File: src/rtl/lsu_mem_ctrl.sv
// Single-outstanding load/store controller; byte/half stores are read-modify-write against a 4-byte RAM.
// Latency: err 1, load 2, word store 2, byte/half store 3 cycles; req_ready only in IDLE, no response backpressure.
module lsu_mem_ctrl #(
  parameter int ADDR_WIDTH = 12
) (
  input  logic                  clk,
  input  logic                  rst_n,
  input  logic                  req_valid,
  output logic                  req_ready,
  input  logic                  req_we,
  input  logic [1:0]            req_size,
  input  logic                  req_unsigned,
  input  logic [ADDR_WIDTH-1:0] req_addr,
  input  logic [31:0]           req_wdata,
  output logic                  resp_valid,
  output logic [31:0]           resp_rdata,
  output logic                  resp_err,
  output logic [ADDR_WIDTH-1:0] mem_read_addr,
  output logic [ADDR_WIDTH-1:0] mem_write_addr,
  output logic [31:0]           mem_din,
  input  logic [31:0]           mem_dout,
  output logic                  mem_write_en
);

  typedef enum logic [2:0] {
    S_IDLE  = 3'd0,
    S_LOAD  = 3'd1,
    S_MERGE = 3'd2,
    S_WRITE = 3'd3,
    S_RESP  = 3'd4
  } state_t;

  state_t                r_state;
  logic [ADDR_WIDTH-1:0] r_addr_q;
  logic [1:0]            r_size_q;
  logic                  r_uns_q;
  logic                  r_we_q;
  logic                  r_err_q;
  logic [31:0]           r_buf_q;
  logic [31:0]           r_wdata_q;

  logic                  w_misalign;
  logic [31:0]           w_ext;
  logic [31:0]           w_merge;

  always_comb begin
    w_misalign = 1'b0;
    case (req_size)
      2'b01:   w_misalign = req_addr[0];
      2'b10:   w_misalign = |req_addr[1:0];
      2'b11:   w_misalign = 1'b1;
      default: w_misalign = 1'b0;
    endcase
  end

  // Only bytes within the access size feed the load result.
  always_comb begin
    w_ext = mem_dout;
    case (r_size_q)
      2'b00:   w_ext = {{24{~r_uns_q & mem_dout[7]}}, mem_dout[7:0]};
      2'b01:   w_ext = {{16{~r_uns_q & mem_dout[15]}}, mem_dout[15:0]};
      default: w_ext = mem_dout;
    endcase
    w_merge = (r_size_q == 2'b00) ? {mem_dout[31:8], r_wdata_q[7:0]}
                                  : {mem_dout[31:16], r_wdata_q[15:0]};
  end

  always_ff @(posedge clk or negedge rst_n) begin
    if (!rst_n) begin
      r_state   <= S_IDLE;
      r_addr_q  <= '0;
      r_size_q  <= '0;
      r_uns_q   <= 1'b0;
      r_we_q    <= 1'b0;
      r_err_q   <= 1'b0;
      r_buf_q   <= '0;
      r_wdata_q <= '0;
    end else begin
      case (r_state)
        S_IDLE: begin
          if (req_valid) begin
            r_addr_q  <= req_addr;
            r_size_q  <= req_size;
            r_uns_q   <= req_unsigned;
            r_we_q    <= req_we;
            r_wdata_q <= req_wdata;
            r_err_q   <= w_misalign;
            r_buf_q   <= '0;
            if (w_misalign) begin
              r_state <= S_RESP;
            end else if (!req_we) begin
              r_state <= S_LOAD;
            end else if (req_size == 2'b10) begin
              r_buf_q <= req_wdata;
              r_state <= S_WRITE;
            end else begin
              r_state <= S_MERGE;
            end
          end
        end
        S_LOAD: begin
          r_buf_q <= w_ext;
          r_state <= S_RESP;
        end
        S_MERGE: begin
          r_buf_q <= w_merge;
          r_state <= S_WRITE;
        end
        S_WRITE: r_state <= S_RESP;
        S_RESP:  r_state <= S_IDLE;
        default: r_state <= S_IDLE;
      endcase
    end
  end

  // Outputs decode from state alone so a reset drops the write strobe immediately.
  assign req_ready      = (r_state == S_IDLE);
  assign resp_valid     = (r_state == S_RESP);
  assign resp_err       = (r_state == S_RESP) && r_err_q;
  assign resp_rdata     = ((r_state == S_RESP) && !r_we_q && !r_err_q) ? r_buf_q : 32'd0;
  assign mem_read_addr  = ((r_state == S_LOAD) || (r_state == S_MERGE)) ? r_addr_q : '0;
  assign mem_write_addr = (r_state == S_WRITE) ? r_addr_q : '0;
  assign mem_din        = (r_state == S_WRITE) ? r_buf_q : 32'd0;
  assign mem_write_en   = (r_state == S_WRITE);

endmodule

File: config.mk
export PLATFORM = sky130hd
export DESIGN_NAME = lsu_mem_ctrl
export DESIGN_NICKNAME = d
export VERILOG_FILES = /design/src/rtl/lsu_mem_ctrl.sv
export SDC_FILE = /design/constraint.sdc
export NUM_CORES = 1
export LEC_CHECK = 0
export CORE_MARGIN = 3
export CORE_UTILIZATION = 38
export CTS_CLUSTER_DIAMETER = 100
export CTS_CLUSTER_SIZE = 8
export DETAILED_ROUTE_END_ITERATION = 12
export GPL_ROUTABILITY_DRIVEN = 0
export MAX_ROUTING_LAYER = met4
export PLACE_DENSITY = 0.84
export SETUP_SLACK_MARGIN = 0.05
export SLEW_MARGIN = 20
export SYNTH_ARGS = -nofsm -noshare
export SYNTH_HDL_FRONTEND = slang
export SYNTH_SLANG_ARGS = --single-unit
File: constraint.sdc
create_clock -name clk -period 1.51 [get_ports clk]
set_input_delay 0.2265 -clock clk [delete_from_list [all_inputs] [get_ports clk]]
set_output_delay 0.2265 -clock clk [all_outputs]
set_load 0.1 [all_outputs]
==> impl_metrics.env, run 1 <==
export IMPL_run_status="finished, violations left"
export IMPL_failed_checks="setup timing"
export IMPL_insertion_delay_ps=360
export IMPL_grt_pass1_wl_um=30700
export IMPL_nFillCells=371
export IMPL_maxCapViolCount=0
export IMPL_hpwl_um=10900
export IMPL_layout_commonest_cell="buf_12"
export IMPL_max_freq_mhz=458
export IMPL_whs_ps=347
export IMPL_cts_tree="done"
export IMPL_cp_arrival_ps=1960
export IMPL_endpoint_kind="output pin"
export IMPL_nets=739
export IMPL_synth_edf_count=0
export IMPL_final_cell_mix="buf_12, and2_4, clkdlybuf4s50_1, dfrtp_1, mux2_4"
export IMPL_cts_path_max_buffers=2
export IMPL_drt_pass1_iter_count=5
export IMPL_seqCellArea_um2=1700
export IMPL_power_mw=18.2
export IMPL_cp_required_ps=1280
export IMPL_track_usage=0.358
export IMPL_post_route_min_period_ps=2180
export IMPL_drt_iter0_drc=435
export IMPL_dp_slack_ps=-367
export IMPL_multi_input_area_um2=2920
export IMPL_grt_max_degree=29
export IMPL_area_growth_pct=127
export IMPL_relSlewSlack=0.722
export IMPL_netlist_area_um2=3920
export IMPL_place_inst=739
export IMPL_pin_count=175
export IMPL_finalSetupTns_ps=-74860
export IMPL_crit_type="reg -> out"
export IMPL_synth_nets=506
export IMPL_ant_nets=0
export IMPL_cts_buffers=9
export IMPL_synth_cells=423
export IMPL_wl_per_cell_um=26.7
export IMPL_hold_violations=0
export IMPL_period_share=1.44
export IMPL_synth_area_per_cell_um2=9.27
export IMPL_clock_sinks=68
export IMPL_ys_seq_area_frac=0.434
export IMPL_synth_async_reset_ratio=1.00
export IMPL_dieArea_um2=11600
export IMPL_vdd_drop_max_uv=2140
export IMPL_grt_pass1_vias=5190
export IMPL_yosysUniqueCellTypes=38
export IMPL_powerDensity_nw_per_um2=2050
export IMPL_hp_class="in -> async"
export IMPL_grt_overflow=0
export IMPL_final_setup_viol_count=157
export IMPL_tightest_slew_ps=418
export IMPL_antenna_found_initial=1
export IMPL_core_area_um2=9910
export IMPL_ys_ff_latch=68
export IMPL_viasPerCell=5.89
export IMPL_rsz0062_at_grt="true"
export IMPL_initial_utilization=0.396
export IMPL_drive_above_1_share=0.623
export IMPL_layout_cells_non_filler=795
export IMPL_worst_path_max_fanout=8
export IMPL_fin_skew_ps=13.2
export IMPL_io_buffers=174
export IMPL_rows=36
export IMPL_leakage_nw=3.85
export IMPL_clkSlewWorstSetupHoldPaths_ps=90
export IMPL_cts_root_buffer="clkbuf_8"
export IMPL_start_kind="flip-flop"
export IMPL_drc=0
export IMPL_final_max_slew_violation_count=0
export IMPL_fin_ws_ps=-672
export IMPL_wl_um=21200
export IMPL_synthFlopType="dfrtp_1"
export IMPL_num_vias=4684
export IMPL_htreeDepth=3
export IMPL_dieHeight_um=108
export IMPL_die_w_um=108
export IMPL_ys_warn_count=0
==> path summary, 6_finish.rpt <==
check | startpoint | to | slack, ps | depth (start not counted)
worst max-delay path | r_state[0]$_DFFE_PN0P_ | resp_rdata[3] | -670 | 6
worst min-delay path | rst_n | r_addr_q[0]$_DFFE_PN0P_ | 350 | 2
worst max register to register | r_state[0]$_DFFE_PN0P_ | r_buf_q[21]$_DFFE_PN0P_ | -470 | 9
worst min register to register | r_wdata_q[2]$_DFFE_PN0P_ | r_wdata_q[2]$_DFFE_PN0P_ | 520 | 1
max in group asynchronous | rst_n | r_buf_q[30]$_DFFE_PN0P_ | 590 | 3
min in group clk | req_wdata[17] | r_buf_q[17]$_DFFE_PN0P_ | 470 | 3
==> state kept, by name, indices dropped and copies added (netlist names) <==
signal	flops
r_state	3
r_uns_q	1
r_addr_q	12
r_err_q	1
r_size_q	2
r_we_q	1
r_wdata_q	16
r_buf_q	32
==> layer usage <==
layer	routed length (µm)	global-route usage	vias up
met5	0	-	-
met4	1050	0.133	0
met3	1810	0.0810	98
met2	11000	0.629	338
met1	7350	0.397	2329
li1	-	-	1919
==> worst max-delay path: stages (launching register included) <==
cell and delay (ps):
dfrtp_2 450, nor3_4 220, nor3b_4 220, buf_6 190, buf_6 160, and2_4 170
buf_12 170
==> metrics by stage <==
| stage | util | area, µm² |
|---|---|---|
| floorplan | - | 4310 |
| global placement | 0.734 | 7270 |
| detailed placement | 0.734 | 7270 |
| CTS | 0.877 | 8690 |
| global route | 0.898 | 8900 |
| finish | 0.898 | 8900 |
==> cells by family after synthesis <==
logic type	count (synthesis)	share of synthesized area
AND/OR/NAND/NOR	193	0.278
XOR/XNOR	1	0.00223
flip-flops	68	0.434
multiplexers	41	0.115
buffers and inverters	46	0.0523
AO/OA/AOI/OAI	74	0.118
==> timing repair <==
action,CTS,global route
pin swaps,49,36
gates cloned,16,2
resized for setup,156,68
endpoints found under the hold margin,26,0
setup buffers,28,6
setup endpoints to repair,158,158
hold buffers,1,0
==> cells in the mapped netlist, drive strengths merged, types with 2 or more instances <==
cell type,count,area (µm²)
nand3b,2,15.0
a31oi,2,12.5
buf,18,100
mux2i,9,90.1
or3b,2,17.5
nor3,6,46.3
dfrtp,68,1700
nor2b,8,50.1
and2,91,569
nand3,32,160
o21ai,11,55.1
o311a,7,70.1
mux2,32,360
a21oi,43,215
inv,11,41.3
o32a,8,80.1
nand2b,2,12.5
nand2,26,97.6
clkbuf,17,63.8
nor2,19,78.8
==> power breakdown <==
part           switching [mW]  leakage, nW  internal [mW]
combinational            6.84         2.92           5.95
sequential              0.948        0.830           2.70
clock                   0.825        0.105          0.973
total                    8.61         3.85           9.62
==> area by class of cell <==
type | count | area share
Antenna cell | 1 | 0.000281
Clock buffer | 10 | 0.0155
Clock inverter | 6 | 0.00984
Inverter | 11 | 0.00464
Multi-Input combinational cell | 309 | 0.328
Sequential cell | 68 | 0.192
Tap cell | 133 | 0.0187
Timing Repair Buffer | 257 | 0.431
Note: power is estimated with default switching activity, not from simulation.
==> inputs of run 2 (changes only) <==
--- a/config.mk
+++ b/config.mk
@@ -6,13 +6,13 @@
 export NUM_CORES = 1
 export LEC_CHECK = 0
 export CORE_MARGIN = 3
-export CORE_UTILIZATION = 38
+export CORE_UTILIZATION = 46
 export CTS_CLUSTER_DIAMETER = 100
 export CTS_CLUSTER_SIZE = 8
 export DETAILED_ROUTE_END_ITERATION = 12
 export GPL_ROUTABILITY_DRIVEN = 0
 export MAX_ROUTING_LAYER = met4
-export PLACE_DENSITY = 0.84
+export PLACE_DENSITY = 0.94
 export SETUP_SLACK_MARGIN = 0.05
 export SLEW_MARGIN = 20
 export SYNTH_ARGS = -nofsm -noshare
==> constraint.sdc (replaced) <==
create_clock -name clk -period 2.55 [get_ports clk]
set_input_delay 0.3825 -clock clk [delete_from_list [all_inputs] [get_ports clk]]
set_output_delay 0.3825 -clock clk [all_outputs]
set_load 0.1 [all_outputs]
==> run 2 against run 1 <==
The run now ends clean; clock skew down 2.6 ps; clock power down 49%; register-to-register slack better by 880 ps; final cell count down 12%; critical path depth down 1; die area down 16%; worst setup slack better by 810 ps; first-iteration DRC count down 26%; flip-flop and latch count unchanged; global-route usage down 5.7 points; total power down 57%; critical path type unchanged.
==> impl_metrics.env, run 2 (synthesized netlist as in run 1, its figures left out) <==
export IMPL_drt_pass1_iter_count=5
export IMPL_final_cell_mix="buf_12, clkdlybuf4s50_1, dfrtp_1, and2_1, a21oi_1"
export IMPL_tightest_slew_ps=879
export IMPL_grt_max_degree=69
export IMPL_rows=33
export IMPL_top_register="r_buf_q"
export IMPL_dieHeight_um=98.3
export IMPL_cp_required_ps=2170
export IMPL_worst_path_max_fanout=23
export IMPL_largestRegisters="r_buf_q x32, r_wdata_q x16, r_addr_q x12"
export IMPL_rsz0062_at_grt="true"
export IMPL_clock_sinks=68
export IMPL_nets=671
export IMPL_cts_root_buffer="clkbuf_8"
export IMPL_endpoint_kind="output pin"
export IMPL_final_setup_viol_count=0
export IMPL_post_route_min_period_ps=2410
export IMPL_cp_cell_sequence="buf_4, and3_1, buf_4, and2_1, buf_12"
export IMPL_layout_cells_non_filler=698
export IMPL_antennaDiodeCount=0
export IMPL_htreeDepth=3
export IMPL_pin_count=175
export IMPL_cp_arrival_ps=2030
export IMPL_grt_pass1_vias=4198
export IMPL_num_vias=3976
export IMPL_clkSlewWorstSetupHoldPaths_ps=80
export IMPL_reg2regPathDepth=5
export IMPL_antenna_found_initial=0
export IMPL_hold_violations=0
export IMPL_reg2reg_slack_ps=410
export IMPL_cts_path_max_buffers=2
export IMPL_dp_slack_ps=284
export IMPL_whs_ps=238
export IMPL_worst_path_buf_inv=3
export IMPL_nFillCells=419
export IMPL_powerDensity_nw_per_um2=1130
export IMPL_initial_utilization=0.475
export IMPL_final_max_slew_violation_count=0
export IMPL_final_area_um2=6990
export IMPL_cts_buffers=9
export IMPL_rr_endpoint="r_buf_q[24]$_DFFE_PN0P_"
export IMPL_largest_reg_flops=32
export IMPL_hp_class="in -> async"
export IMPL_maxCapViolCount=0
export IMPL_fin_ws_ps=139
export IMPL_run_status="finished clean"
export IMPL_wl_per_cell_um=20.4
export IMPL_hpwl_um=10800
export IMPL_place_inst=681
export IMPL_core_area_um2=8260
export IMPL_crit_type="reg -> out"
export IMPL_grt_pass1_wl_um=22100
export IMPL_dieArea_um2=9670
export IMPL_cpMostUsedCell="buf_4"
export IMPL_wl_um=14200
export IMPL_start_kind="flip-flop"
export IMPL_leakage_nw=2.96
export IMPL_placed_cell_area_um2=6770
export IMPL_crit_path_top_delay_cell="dfrtp_2"
export IMPL_relSlewSlack=0.414
export IMPL_period_share=0.946
export IMPL_vdd_drop_max_uv=1480
export IMPL_layout_commonest_cell="buf_12"
export IMPL_fin_skew_ps=10.6
export IMPL_finalSetupTns_ps=0
export IMPL_slowest_delay_ps=540
export IMPL_worstReg2RegStart="r_state[1]$_DFFE_PN0P_"
export IMPL_track_usage=0.302
export IMPL_hold_buffers=0
export IMPL_fin_util=0.846
export IMPL_max_freq_mhz=415
export IMPL_cts_tree="done"
export IMPL_ant_nets=0
export IMPL_die_w_um=98.3
export IMPL_drt_iter0_drc=322
export IMPL_cp_top_family="buffers and inverters"
export IMPL_viasPerCell=5.70
export IMPL_grt_overflow=0
export IMPL_drc=0
export IMPL_power_mw=7.90
export IMPL_area_growth_pct=78.1
export IMPL_io_buffers=174
export IMPL_drive_above_1_share=0.356
export IMPL_insertion_delay_ps=340
-- run 2: changes by cell type in the layout (fill, tap and decap cells not counted), sizes merged --
| cell | change |
|---|---|
| buf | -65 |
| clkinvlp | -1 |
| dlygate4sd3 | -1 |
| clkbuf | -2 |
| diode | -1 |
| bufinv | -1 |
| clkinv | +2 |
-- run 2: area by class of cell --
| type | instances | area (µm²) | share of cell area |
|---|---|---|---|
| repair buffers | 189 | 2780 | 0.397 |
| multi-input cells | 309 | 2130 | 0.305 |
| flip-flops and latches | 68 | 1700 | 0.244 |
| clock buffers | 10 | 138 | 0.0197 |
| well taps | 105 | 131 | 0.0188 |
| clock inverters | 6 | 63.8 | 0.00913 |
| inverters | 11 | 41.3 | 0.00591 |
-- run 2: worst max path at each step --
| stage | startpoint | to | slack (ps) | cells past startpoint |
|---|---|---|---|---|
| floorplan | r_state[2]$_DFFE_PN0P_ | resp_rdata[11] | -170 | 7 |
| global placement | req_size[0] | r_buf_q[7]$_DFFE_PN0P_ | 410 | 6 |
| detailed placement | req_size[0] | r_buf_q[10]$_DFFE_PN0P_ | 280 | 6 |
| CTS | r_state[0]$_DFFE_PN0P_ | resp_rdata[0] | 90 | 5 |
| global route | r_state[1]$_DFFE_PN0P_ | mem_din[19] | 40 | 5 |
| finish | r_state[1]$_DFFE_PN0P_ | mem_din[19] | 140 | 5 |
-- run 2: layer usage --
layer / routed length [µm] / GRT usage
met4: 488 / 0.110
met5: 0 / -
met2: 7450 / 0.525
met1: 5370 / 0.353
met3: 933 / 0.0457
-- run 2: where the power goes --
part / switching (mW) / internal (mW)
combinational: 3.01 / 1.93
sequential: 0.457 / 1.60
clock: 0.437 / 0.477
-- run 2: timing repair --
item | CTS | global route
pin swaps | 0 | 1
gates resized for setup | 4 | 1
setup buffers | 0 | 1
endpoints found under the setup margin | 75 | 5
